===== src/rtl/acc_biu_pkg.sv =====
// Shared definitions for the accelerator bus interface units (weight / imap BIUs).
package acc_biu_pkg;

  localparam int unsigned WORD_BYTES = 4;

  typedef enum logic [1:0] {
    StIdle  = 2'd0,
    StRun   = 2'd1,
    StDrain = 2'd2,
    StDone  = 2'd3
  } biu_state_e;

  // Bits needed to index n entries; never less than 1.
  function automatic int unsigned clog2_w(input int unsigned n);
    int unsigned w;
    w = 1;
    for (int i = 1; i < 32; i++) begin
      if ((64'd1 << i) < 64'(n)) w = i + 1;
    end
    return w;
  endfunction

endpackage


===== src/rtl/weight_biu_if.sv =====
// Weight BIU <-> ICB arbiter channels: read command out, read response back.
interface weight_biu_if;

  logic        weight_biu2arb_req;
  logic [31:0] weight_biu2arb_addr;
  logic        weight_biu2arb_vld;
  logic        weight_biu2arb_rdy;
  logic [31:0] arb2weight_biu_addr;
  logic [31:0] arb2weight_biu_data;
  logic        arb2weight_biu_vld;
  logic        arb2weight_biu_rdy;

  modport master (
    output weight_biu2arb_req,
    output weight_biu2arb_addr,
    output weight_biu2arb_vld,
    input  weight_biu2arb_rdy,
    input  arb2weight_biu_addr,
    input  arb2weight_biu_data,
    input  arb2weight_biu_vld,
    output arb2weight_biu_rdy
  );

  modport slave (
    input  weight_biu2arb_req,
    input  weight_biu2arb_addr,
    input  weight_biu2arb_vld,
    output weight_biu2arb_rdy,
    output arb2weight_biu_addr,
    output arb2weight_biu_data,
    output arb2weight_biu_vld,
    input  arb2weight_biu_rdy
  );

endinterface


===== src/rtl/biu_rsp_fifo.sv =====
// Single-clock response FIFO; registered head, no write-through bypass.
module biu_rsp_fifo
  import acc_biu_pkg::*;
#(
  parameter int unsigned DEPTH = 8,
  parameter int unsigned WIDTH = 32,
  localparam int unsigned PTR_W = clog2_w(DEPTH)
) (
  input  logic             clk,
  input  logic             rst,
  input  logic             i_push,
  input  logic [WIDTH-1:0] i_wdata,
  input  logic             i_pop,
  output logic [WIDTH-1:0] o_rdata,
  output logic             o_full,
  output logic             o_empty,
  output logic [PTR_W:0]   o_count
);

  logic [WIDTH-1:0] r_mem [DEPTH];
  logic [PTR_W-1:0] r_wptr;
  logic [PTR_W-1:0] r_rptr;
  logic [PTR_W:0]   r_count;
  logic             w_push;
  logic             w_pop;

  assign o_full  = (r_count == (PTR_W + 1)'(DEPTH));
  assign o_empty = (r_count == '0);
  assign o_count = r_count;
  assign o_rdata = r_mem[r_rptr];

  // A pop frees a slot in the same cycle, so push on full succeeds alongside it.
  assign w_pop  = i_pop && !o_empty;
  assign w_push = i_push && (!o_full || w_pop);

  always_ff @(posedge clk) begin
    if (rst) begin
      r_wptr  <= '0;
      r_rptr  <= '0;
      r_count <= '0;
    end else begin
      if (w_push) r_wptr <= r_wptr + PTR_W'(1);
      if (w_pop)  r_rptr <= r_rptr + PTR_W'(1);
      unique case ({w_push, w_pop})
        2'b10:   r_count <= r_count + (PTR_W + 1)'(1);
        2'b01:   r_count <= r_count - (PTR_W + 1)'(1);
        default: r_count <= r_count;
      endcase
    end
  end

  always_ff @(posedge clk) begin
    if (w_push) r_mem[r_wptr] <= i_wdata;
  end

endmodule


===== src/rtl/weight_biu.sv =====
// Weight fetch BIU: issues credit-limited incrementing reads and streams the words out.
module weight_biu
  import acc_biu_pkg::*;
#(
  parameter int unsigned FIFO_DEPTH = 8,
  parameter int unsigned LEN_W      = 16
) (
  input  logic             clk,
  input  logic             rst,
  input  logic             start,
  input  logic [31:0]      base_addr,
  input  logic [LEN_W-1:0] word_len,
  output logic             busy,
  output logic             done,
  output logic             addr_err,
  weight_biu_if.master     bus,
  output logic [31:0]      wt_data,
  output logic             wt_vld,
  input  logic             wt_rdy,
  output logic             wt_last
);

  localparam int unsigned CNT_W = clog2_w(FIFO_DEPTH) + 1;

  biu_state_e       r_state;
  biu_state_e       w_state_nxt;
  logic [31:0]      r_base;
  logic [LEN_W-1:0] r_len;
  logic [LEN_W-1:0] r_issue_cnt;
  logic [LEN_W-1:0] r_rsp_cnt;
  logic [LEN_W-1:0] r_pop_cnt;
  logic [CNT_W-1:0] r_outstanding;
  logic             r_addr_err;

  logic             w_start_ok;
  logic             w_credit_ok;
  logic             w_cmd_fire;
  logic             w_rsp_fire;
  logic             w_pop;
  logic             w_final_cmd;
  logic             w_last_word;
  logic             w_fifo_full;
  logic             w_fifo_empty;
  logic [CNT_W-1:0] w_fifo_count;
  logic [31:0]      w_fifo_rdata;
  logic [31:0]      w_exp_addr;

  assign w_start_ok  = start && (r_state == StIdle);
  // In-flight reads plus buffered words never exceed the FIFO, so responses are never refused.
  assign w_credit_ok = ({1'b0, r_outstanding} + {1'b0, w_fifo_count}) < (CNT_W + 1)'(FIFO_DEPTH);
  assign w_cmd_fire  = bus.weight_biu2arb_vld && bus.weight_biu2arb_rdy;
  assign w_rsp_fire  = bus.arb2weight_biu_vld && bus.arb2weight_biu_rdy;
  assign w_pop       = wt_vld && wt_rdy;
  assign w_final_cmd = (r_issue_cnt == (r_len - LEN_W'(1)));
  assign w_last_word = (r_pop_cnt == (r_len - LEN_W'(1)));
  assign w_exp_addr  = r_base + 32'(r_rsp_cnt) * WORD_BYTES;

  assign wt_vld   = !w_fifo_empty;
  assign wt_data  = wt_vld ? w_fifo_rdata : '0;
  assign wt_last  = wt_vld && w_last_word;
  assign addr_err = r_addr_err;

  always_comb begin
    w_state_nxt             = r_state;
    busy                    = 1'b0;
    done                    = 1'b0;
    bus.weight_biu2arb_req  = 1'b0;
    bus.weight_biu2arb_vld  = 1'b0;
    bus.weight_biu2arb_addr = r_base + 32'(r_issue_cnt) * WORD_BYTES;
    bus.arb2weight_biu_rdy  = (r_state != StIdle) && !w_fifo_full;
    unique case (r_state)
      StIdle: begin
        if (start) w_state_nxt = (word_len != '0) ? StRun : StDone;
      end
      StRun: begin
        busy                   = 1'b1;
        bus.weight_biu2arb_req = 1'b1;
        bus.weight_biu2arb_vld = w_credit_ok;
        if (w_cmd_fire && w_final_cmd) w_state_nxt = StDrain;
      end
      StDrain: begin
        busy = 1'b1;
        if (w_pop && w_last_word) w_state_nxt = StDone;
      end
      StDone: begin
        done        = 1'b1;
        w_state_nxt = StIdle;
      end
      default: w_state_nxt = StIdle;
    endcase
  end

  always_ff @(posedge clk) begin
    if (rst) begin
      r_state       <= StIdle;
      r_base        <= '0;
      r_len         <= '0;
      r_issue_cnt   <= '0;
      r_rsp_cnt     <= '0;
      r_pop_cnt     <= '0;
      r_outstanding <= '0;
      r_addr_err    <= 1'b0;
    end else begin
      r_state <= w_state_nxt;
      if (w_start_ok) begin
        r_base      <= base_addr & ~32'(WORD_BYTES - 1);
        r_len       <= word_len;
        r_issue_cnt <= '0;
        r_rsp_cnt   <= '0;
        r_pop_cnt   <= '0;
        r_addr_err  <= 1'b0;
      end else begin
        if (w_cmd_fire) r_issue_cnt <= r_issue_cnt + LEN_W'(1);
        if (w_rsp_fire) r_rsp_cnt <= r_rsp_cnt + LEN_W'(1);
        if (w_pop)      r_pop_cnt <= r_pop_cnt + LEN_W'(1);
        // Mismatched words are still buffered; a response while idle is dropped.
        if ((w_rsp_fire && (bus.arb2weight_biu_addr != w_exp_addr)) ||
            ((r_state == StIdle) && bus.arb2weight_biu_vld)) begin
          r_addr_err <= 1'b1;
        end
      end
      unique case ({w_cmd_fire, w_rsp_fire})
        2'b10:   r_outstanding <= r_outstanding + CNT_W'(1);
        2'b01:   r_outstanding <= r_outstanding - CNT_W'(1);
        default: r_outstanding <= r_outstanding;
      endcase
    end
  end

  biu_rsp_fifo #(
    .DEPTH (FIFO_DEPTH),
    .WIDTH (32)
  ) u_rsp_fifo (
    .clk     (clk),
    .rst     (rst),
    .i_push  (w_rsp_fire),
    .i_wdata (bus.arb2weight_biu_data),
    .i_pop   (w_pop),
    .o_rdata (w_fifo_rdata),
    .o_full  (w_fifo_full),
    .o_empty (w_fifo_empty),
    .o_count (w_fifo_count)
  );

endmodule


===== src/flat_wrapper.sv =====
// flat-port wrapper written by rule: the top's interface ports become plain ports
module weight_biu_flat import acc_biu_pkg::*;
#(
  parameter int unsigned FIFO_DEPTH = 8,
  parameter int unsigned LEN_W      = 16
)
  (clk, rst, start, base_addr, word_len, busy, done, addr_err, wt_data, wt_vld, wt_rdy, wt_last, bus_weight_biu2arb_req, bus_weight_biu2arb_addr, bus_weight_biu2arb_vld, bus_weight_biu2arb_rdy, bus_arb2weight_biu_addr, bus_arb2weight_biu_data, bus_arb2weight_biu_vld, bus_arb2weight_biu_rdy);
  weight_biu_if bus_i ();
  input  logic clk;
  input  logic rst;
  input  logic start;
  input  logic [31:0] base_addr;
  input  logic [LEN_W-1:0] word_len;
  output logic busy;
  output logic done;
  output logic addr_err;
  output logic [31:0] wt_data;
  output logic wt_vld;
  input  logic wt_rdy;
  output logic wt_last;
  output wire logic [$bits(bus_i.weight_biu2arb_req)-1:0] bus_weight_biu2arb_req;
  output wire logic [$bits(bus_i.weight_biu2arb_addr)-1:0] bus_weight_biu2arb_addr;
  output wire logic [$bits(bus_i.weight_biu2arb_vld)-1:0] bus_weight_biu2arb_vld;
  input wire logic [$bits(bus_i.weight_biu2arb_rdy)-1:0] bus_weight_biu2arb_rdy;
  input wire logic [$bits(bus_i.arb2weight_biu_addr)-1:0] bus_arb2weight_biu_addr;
  input wire logic [$bits(bus_i.arb2weight_biu_data)-1:0] bus_arb2weight_biu_data;
  input wire logic [$bits(bus_i.arb2weight_biu_vld)-1:0] bus_arb2weight_biu_vld;
  output wire logic [$bits(bus_i.arb2weight_biu_rdy)-1:0] bus_arb2weight_biu_rdy;
  assign bus_weight_biu2arb_req = bus_i.weight_biu2arb_req;
  assign bus_weight_biu2arb_addr = bus_i.weight_biu2arb_addr;
  assign bus_weight_biu2arb_vld = bus_i.weight_biu2arb_vld;
  assign bus_i.weight_biu2arb_rdy = bus_weight_biu2arb_rdy;
  assign bus_i.arb2weight_biu_addr = bus_arb2weight_biu_addr;
  assign bus_i.arb2weight_biu_data = bus_arb2weight_biu_data;
  assign bus_i.arb2weight_biu_vld = bus_arb2weight_biu_vld;
  assign bus_arb2weight_biu_rdy = bus_i.arb2weight_biu_rdy;
  weight_biu #(.FIFO_DEPTH(FIFO_DEPTH), .LEN_W(LEN_W)) u_core (.clk(clk), .rst(rst), .start(start), .base_addr(base_addr), .word_len(word_len), .busy(busy), .done(done), .addr_err(addr_err), .bus(bus_i), .wt_data(wt_data), .wt_vld(wt_vld), .wt_rdy(wt_rdy), .wt_last(wt_last));
endmodule

===== config.mk =====
export PLATFORM = sky130hd
export DESIGN_NAME = weight_biu_flat
export DESIGN_NICKNAME = d
export VERILOG_FILES = /design/src/rtl/acc_biu_pkg.sv /design/src/rtl/weight_biu_if.sv /design/src/rtl/biu_rsp_fifo.sv /design/src/rtl/weight_biu.sv /design/src/flat_wrapper.sv
export SDC_FILE = /design/constraint.sdc
export NUM_CORES = 1
export LEC_CHECK = 0
export ABC_AREA = 1
export ABC_CLOCK_PERIOD_IN_PS = 4550
export BUFFER_PORTS_ARGS = -buffer_cell sky130_fd_sc_hd__buf_2
export CAP_MARGIN = 15
export CORE_AREA = 2 2 180 182
export DETAILED_ROUTE_END_ITERATION = 7
export DIE_AREA = 0 0 182 184
export PLACE_DENSITY = 0.83
export SLEW_MARGIN = 0
export SYNTH_ARGS = -nofsm -noshare
export SYNTH_HDL_FRONTEND = slang
export SYNTH_SLANG_ARGS = --single-unit

===== constraint.sdc =====
create_clock -name clk -period 4.55 [get_ports clk]
set_input_delay 0 -clock clk [delete_from_list [all_inputs] [get_ports clk]]
set_output_delay 0 -clock clk [all_outputs]
set_load 0.05 [all_outputs]

## Word-level counts from Yosys, hierarchy flattened

Memory sizes are Yosys's and may differ from the RTL's. A register that Yosys moved wholly into a read port is not among the register bits.
Index checks and enable logic that the tools add are counted.

| cells by class | value |
|---|---|
| $add $sub $neg | 13 |
| order comparisons | 1 |
| eq/ne operators | 14 |
| multiplexer cells | 16 |
| reduce and logical (&&, ||, !) cells | 25 |

Operator list:

| kind | number |
|---|---|
| $add 32x18->32 | 2 |
| $add 16x1->16 const B | 3 |
| $eq 16x16->1 | 2 |
| $mux 32 | 1 |
| $ne 32x32->1 | 1 |
| $pmux 4 s2 | 2 |
| $reduce_bool 16->1 | 1 |
| $sub 16x1->16 const B | 1 |
| $logic_and 1x1->1 | 12 |
| $add 4x1->4 const B | 2 |
| $eq 2x2->1 const B | 4 |
| $mux 2 | 4 |
| $pmux 2 s4 | 1 |
| $sub 4x1->4 const B | 2 |
| $add 3x1->3 const B | 2 |
| $eq 2x1->1 const B | 3 |
| $mux 1 | 6 |
| $mux 3 | 2 |
| $reduce_bool 2->1 | 3 |
| $add 4x4->5 | 1 |
| $lt 5x4->1 const B | 1 |
| $eq 4x4->1 const B | 1 |
| $logic_not 4->1 | 1 |
| $ne 2x1->1 const B | 2 |
| other kinds (6) | 9 |

| word-level totals | value |
|---|---|
| bits in registers | 111 |
| RAM bits | 256 |
| bits of input ports | 118 |
| output and inout port bits | 72 |
| word-level logic and storage cells | 81 |
| memories kept | 1 |

Memories:

| memory | depth | bits a word | read ports | clocked after Yosys merged registers in | wr ports | RTL line | RTL |
|---|---|---|---|---|---|---|---|
| u_core.u_rsp_fifo.r_mem | 8 | 32 | 1 | 1 | 1 | biu_rsp_fifo.sv:20 | `logic [WIDTH-1:0] r_mem [DEPTH];` |

## Longest topological paths before layout

| logic depth | value |
|---|---|
| depth after elaboration | 8 |
| mapped depth | 20 |
| gate-level depth less buffers | 20 |

## Hierarchy

Synthesis repeated with hierarchy kept, for this count alone.

| second synthesis, totals | value |
|---|---|
| cell total of the unflattened synthesis | 2,145 |
| area, all modules | 19,017.0 µm² |

Modules (own cells, without submodules):

| module | instances | cells an instance | area an instance (µm²) | sequential area each (µm²) |
|---|---|---|---|---|
| biu_rsp_fifo | 1 | 747 | 10,542.6 | 7,947.6 |
| weight_biu | 1 | 1,398 | 8,474.4 | 2,021.9 |

## Worst setup path before layout

Ideal clock, no wire load.

| timing path | value |
|---|---|
| path kind | reg-to-reg |
| from | register u_core.r_state[0] |
| to | memory u_core.u_rsp_fifo.r_mem[1][0], enable pin |
| setup time | 0.421 ns |
| arrival time | 2.700 ns |
| required time | 4.129 ns |
| path slack | 1.429 ns |
| stages on the path, launching flop included | 11 |
| path buffers | 1 |
| clock period less this slack | 3.121 ns |
| cell sequence | dfxtp_1 inv_1 ha_1 inv_1 nand2_4 nor2_8 inv_2 clkbuf_1 nor2_1 inv_1 nor2_1 |

| between the ends | value |
|---|---|
| longest elaborated chain between the ends | 6 |

Ends and longest elaborated chain:

| what | RTL line | RTL |
|---|---|---|
| start, declared | weight_biu.sv:25 | `biu_state_e r_state;` |
| start signal, assigned | weight_biu.sv:95 | `r_state <= StIdle;` |
| start signal, assigned | weight_biu.sv:104 | `r_state <= w_state_nxt;` |
| $reduce_bool 2->1 | weight_biu.sv:70 | `bus.arb2weight_biu_rdy = (r_state != StIdle) && !w_fifo_full;` |
| $logic_and 1x1->1 | weight_biu.sv:70 |  |
| $logic_and 1x1->1 | weight_biu.sv:52 | `assign w_rsp_fire = bus.arb2weight_biu_vld && bus.arb2weight_biu_rdy;` |
| named net u_core.u_rsp_fifo.i_push | biu_rsp_fifo.sv:11 | `input logic i_push,` |
| $logic_and 1x1->1 | biu_rsp_fifo.sv:34 | `assign w_push = i_push && (!o_full \|\| w_pop);` |
| $mux 1 | biu_rsp_fifo.sv:53 | `if (w_push) r_mem[r_wptr] <= i_wdata;` |
| $mux 1 (not written as such) | biu_rsp_fifo.sv:53 |  |
| end, declared | biu_rsp_fifo.sv:20 |  |

The timed path passes the listed nets, and every way through them passes these cells.

## Worst setup path in the final report

| timing path | value |
|---|---|
| from | register u_core.r_base[3] |
| to | output port bus_weight_biu2arb_addr[28] |

| between the ends | value |
|---|---|
| longest elaborated chain between the ends | 1 |

Ends and longest elaborated chain:

| what | RTL line | RTL |
|---|---|---|
| start, declared | weight_biu.sv:27 | `logic [31:0] r_base;` |
| start signal, assigned | weight_biu.sv:106 | `r_base <= base_addr & ~32'(WORD_BYTES - 1);` |
| $add 32x18->32 | weight_biu.sv:69 | `bus.weight_biu2arb_addr = r_base + 32'(r_issue_cnt) * WORD_BYTES;` |
| end, declared | flat_wrapper.sv:22 | `output wire logic [$bits(bus_i.weight_biu2arb_addr)-1:0] bus_weight_biu2arb_addr;` |

No other way between the ends.

==> flow_summary.yaml <==
floorplanning:
  coreArea_sq_mm: 0.0314
  initial_core_util_pct: 59.7
  rows: 65
  pin_count: 190
  chipHeight_microns: 184
  chipWidth_microns: 182
  die-area_sq_mm: 0.0335
timing:
  finalHoldViolations: 0
  setup_tns_ns: 0
  fmaxAchievable_mhz: 278
  slew_violations: 0
  period_needed_ns: 3.60
  post-route-period-util_pct: 79.1
  setup_viol: 0
  fin_skew_ns: 0.0366
  fin_ws_ns: 0.951
  slew-limit-headroom_pct: 23.7
  rsz0062_at_grt: "no"
  worst_pin_slew_ns: 1.14
yosys:
  yosys.cell_count.top_type: "nor2_1"
  yosysSeqAreaShare_pct: 53.2
  yosys_warnings: 0
  synth-edff-count: 256
  synth_area_leaders: "edfxtp_1, dfxtp_1, nor2_1, nand2_1, o21ai_0"
  synthArstFlopShare_pct: 0
  synth_cell_types: 55
  avgSynthCellArea_sq_um: 8.80
  synth_top_area_share_pct: 41.0
  synth_area_sq_mm: 0.0187
  synth_cells: 2129
  synth-seq-cells: 370
  synthFlopType: "edfxtp_1"
  synth_top_area_cell: "edfxtp_1"
  synth_common_cells: "nor2_1, nand2_1, edfxtp_1"
final_layout:
  multi_input_area_sq_mm: 0.00779
  drive_above_1_share_pct: 13.3
  fillers: 2270
  syn2layout_area_growth_pct: 18.4
  num-nets-final: 2551
  regArea_sq_mm: 0.00997
routing:
  drt_pass1_iterations: 6
  num_vias: 16206
  drc: 0
  wire_per_inst_microns: 17.9
  wl_microns: 50400
  drtIter0Drc: 1572
  via_per_inst: 5.77
  antenna_left: 0
min_path:
  holdPathEnd: "u_core.addr_err$_SDFFE_PP0P_"
  holdPathStages: 9
  min_path_type: "input port to flop"
  min_from: "bus_arb2weight_biu_addr[25]"
worst_setup_path:
  rrSetupSlack_ns: 1.37
  r2r_cells: 14
  reg2reg_from: "u_core.u_rsp_fifo.o_count[1]$_SDFFE_PP0P_"
  start_kind: "flop"
  r2r_end: "u_core.u_rsp_fifo.o_count[3]$_SDFFE_PP0P_"
  path_class: "flop to primary output"
  crit_required_ns: 4.55
  crit_fanout: 6
  crit_path_end_kind: "primary output"
  arrival_ns: 3.60
clock_tree:
  clock_latency_ns: 0.56
  cts-htree-levels: 2
  cts_root_buf: "clkbuf_16"
  cts_buffers: 39
  cts.sinks: 370
  cts_resized: 0
  cts.clk_slew.worst_paths_ns: 0.06
  clockBufferDepth: 3
  post_cts_buffers: 0
  cts_tree: "done"
power_and_ir_drop:
  cellLeakagePower_nw: 9.04
  combPwrFrac_pct: 40.7
  power_switching_mw: 5.36
  p_seq_share_pct: 34.0
  power_frac_clock_pct: 25.2
  intPower_mw: 7.12
  ir_worst_vdd_v: 0.000772
  power.density_mw_per_mm2: 562
  swShare_pct: 43.0
  total_power_mw: 12.5
grt:
  antenna_found_initial: 3
  grt_use_total_pct: 29.8
  grt_pass1_wl_microns: 78900
  grt_max_degree: 83
  grt_overflow: 0
  grt_pass1_vias: 15713
placement:
  dp_slack_ns: 1.47
  dp.final_hpwl_microns: 32300
  portBuffers: 185
  place.gp.congestion: 0.965
outcome:
  outcome: "finished clean"
run:
  drv_cap: 0
-- layout make-up --
| cell class | instances | share of cell area, % |
|---|---|---|
| flip-flops and latches | 370 | 45.0 |
| well taps | 402 | 2.27 |
| clock buffers | 52 | 4.66 |
| clock inverters | 17 | 0.987 |
| diodes | 4 | 0.0451 |
| inverters | 197 | 3.33 |
| multi-input cells | 1487 | 35.1 |
| repair buffers | 282 | 8.62 |
-- how the worst max path moves through the flow --
stage                     slack [ns]  depth (start not counted)                                      start                                         to
after floorplan                 1.43                         10             u_core.r_state[0]$_SDFFE_PP0P_    u_core.u_rsp_fifo.r_mem[1][0]$_DFFE_PP_
after global placement          1.54                         14  u_core.u_rsp_fifo.o_count[1]$_SDFFE_PP0P_  u_core.u_rsp_fifo.o_count[3]$_SDFFE_PP0P_
after detailed placement        1.47                         14  u_core.u_rsp_fifo.o_count[1]$_SDFFE_PP0P_  u_core.u_rsp_fifo.o_count[3]$_SDFFE_PP0P_
after CTS                       1.05                         15         u_core.r_issue_cnt[0]$_SDFFE_PP0P_                bus_weight_biu2arb_addr[28]
after global routing            0.76                         15         u_core.r_issue_cnt[0]$_SDFFE_PP0P_                bus_weight_biu2arb_addr[28]
final                           0.95                         14              u_core.r_base[3]$_SDFFE_PP0P_                bus_weight_biu2arb_addr[28]
-- cells in the final DEF (no fill, tap or decap), types with 4 or more instances in the layout --
master and n:
nor3_1 13, buf_2 185, nor3_2 6, edfxtp_1 256
ha_1 52, nand3b_1 9, nand3_2 5, nand3_1 95
clkinv_1 8, a31oi_1 33, xnor2_1 27, clkbuf_1 12
nor2_1 355, diode_2 4, o21ai_1 5, inv_2 14
clkbuf_16 39, inv_1 181, nor2_4 11, nand4_1 18
buf_4 10, or2_2 5, and3_1 4, a21oi_1 98
nand2_1 355, o22ai_1 33, xor2_1 58, o21ai_0 243
fa_1 4, nor4_1 10, dfxtp_1 112, nand2_2 4
dlygate4sd3_1 83, buf_12 4, nor2_2 11
-- sequential cells by signal, indices dropped and copies added (netlist names), named ones only --
| signal | count |
|---|---|
| u_core.r_issue_cnt | 16 |
| u_core.u_rsp_fifo.r_rptr | 3 |
| u_core.r_outstanding | 4 |
| u_core.r_pop_cnt | 16 |
| u_core.r_state | 2 |
| u_core.u_rsp_fifo.r_wptr | 3 |
| u_core.r_rsp_cnt | 16 |
| u_core.r_len | 16 |
| u_core.u_rsp_fifo.r_mem | 256 |
| u_core.u_rsp_fifo.o_count | 4 |
| u_core.addr_err | 1 |
| u_core.r_base | 30 |
-- logic make-up (layout without fill, tap and decap cells) --
group / after synthesis / count (layout) / synth area share (%)
buffers and inverters: 273 / 548 / 5.53
AND/OR/NAND/NOR: 914 / 914 / 21.0
other: 1 / 6 / 0.0200
adder cells (fa/ha/maj): 56 / 56 / 3.90
AO/OA/AOI/OAI: 428 / 428 / 12.1
flip-flops: 370 / 370 / 53.2
XOR/XNOR: 87 / 87 / 4.15
-- critical path, stage by stage, from the launching register on --
cell and delay, ns:
dfxtp_1 0.49, inv_1 0.14, fa_1 0.46, o21ai_1 0.27, nand2_1 0.08, nand2_1 0.07, a21o_1 0.14, nand3_1 0.08
nand2_1 0.14, nand4_1 0.09, nand2_1 0.33, nand2_1 0.15, nor2_1 0.15, xor2_1 0.19, buf_2 0.29
-- power groups by stage --
stage,clock network [mW],registers [mW],logic [mW]
floorplan,0,4.14,3.75
global placement,0,4.29,4.76
detailed placement,0,4.30,4.91
CTS,3.16,4.23,5.01
global route,3.31,4.27,5.51
finish,3.15,4.25,5.08
-- repair_timing --
| action | CTS | global route |
|---|---|---|
| hold buffers | 83 | 0 |
| setup endpoints to repair | 0 | 0 |
| endpoints found under the hold margin | 322 | 0 |
-- stage by stage --
step           util (%)  instances  hold WS [ns]  instance area (sq um)
4_1_cts            70.4       2803         0.167                  22100
5_1_grt            70.6       2810         0.242                  22200
3_3_place_gp       63.7       2651         0.255                  20000
3_5_place_dp       63.7       2651         0.261                  20000
6_report           70.7       2811         0.183                  22200
2_1_floorplan         -       2130        0.0691                  18700
-- layer usage --
layer | vias up | part of all wire (%) | track usage (%)
met5 | - | 0 | 0
met4 | 0 | 3.5 | 12.3
met3 | 151 | 8.3 | 4.75
met2 | 788 | 47 | 49.9
met1 | 7546 | 41 | 38.8
li1 | 7721 | - | -
(Power assumes the default switching activity.)
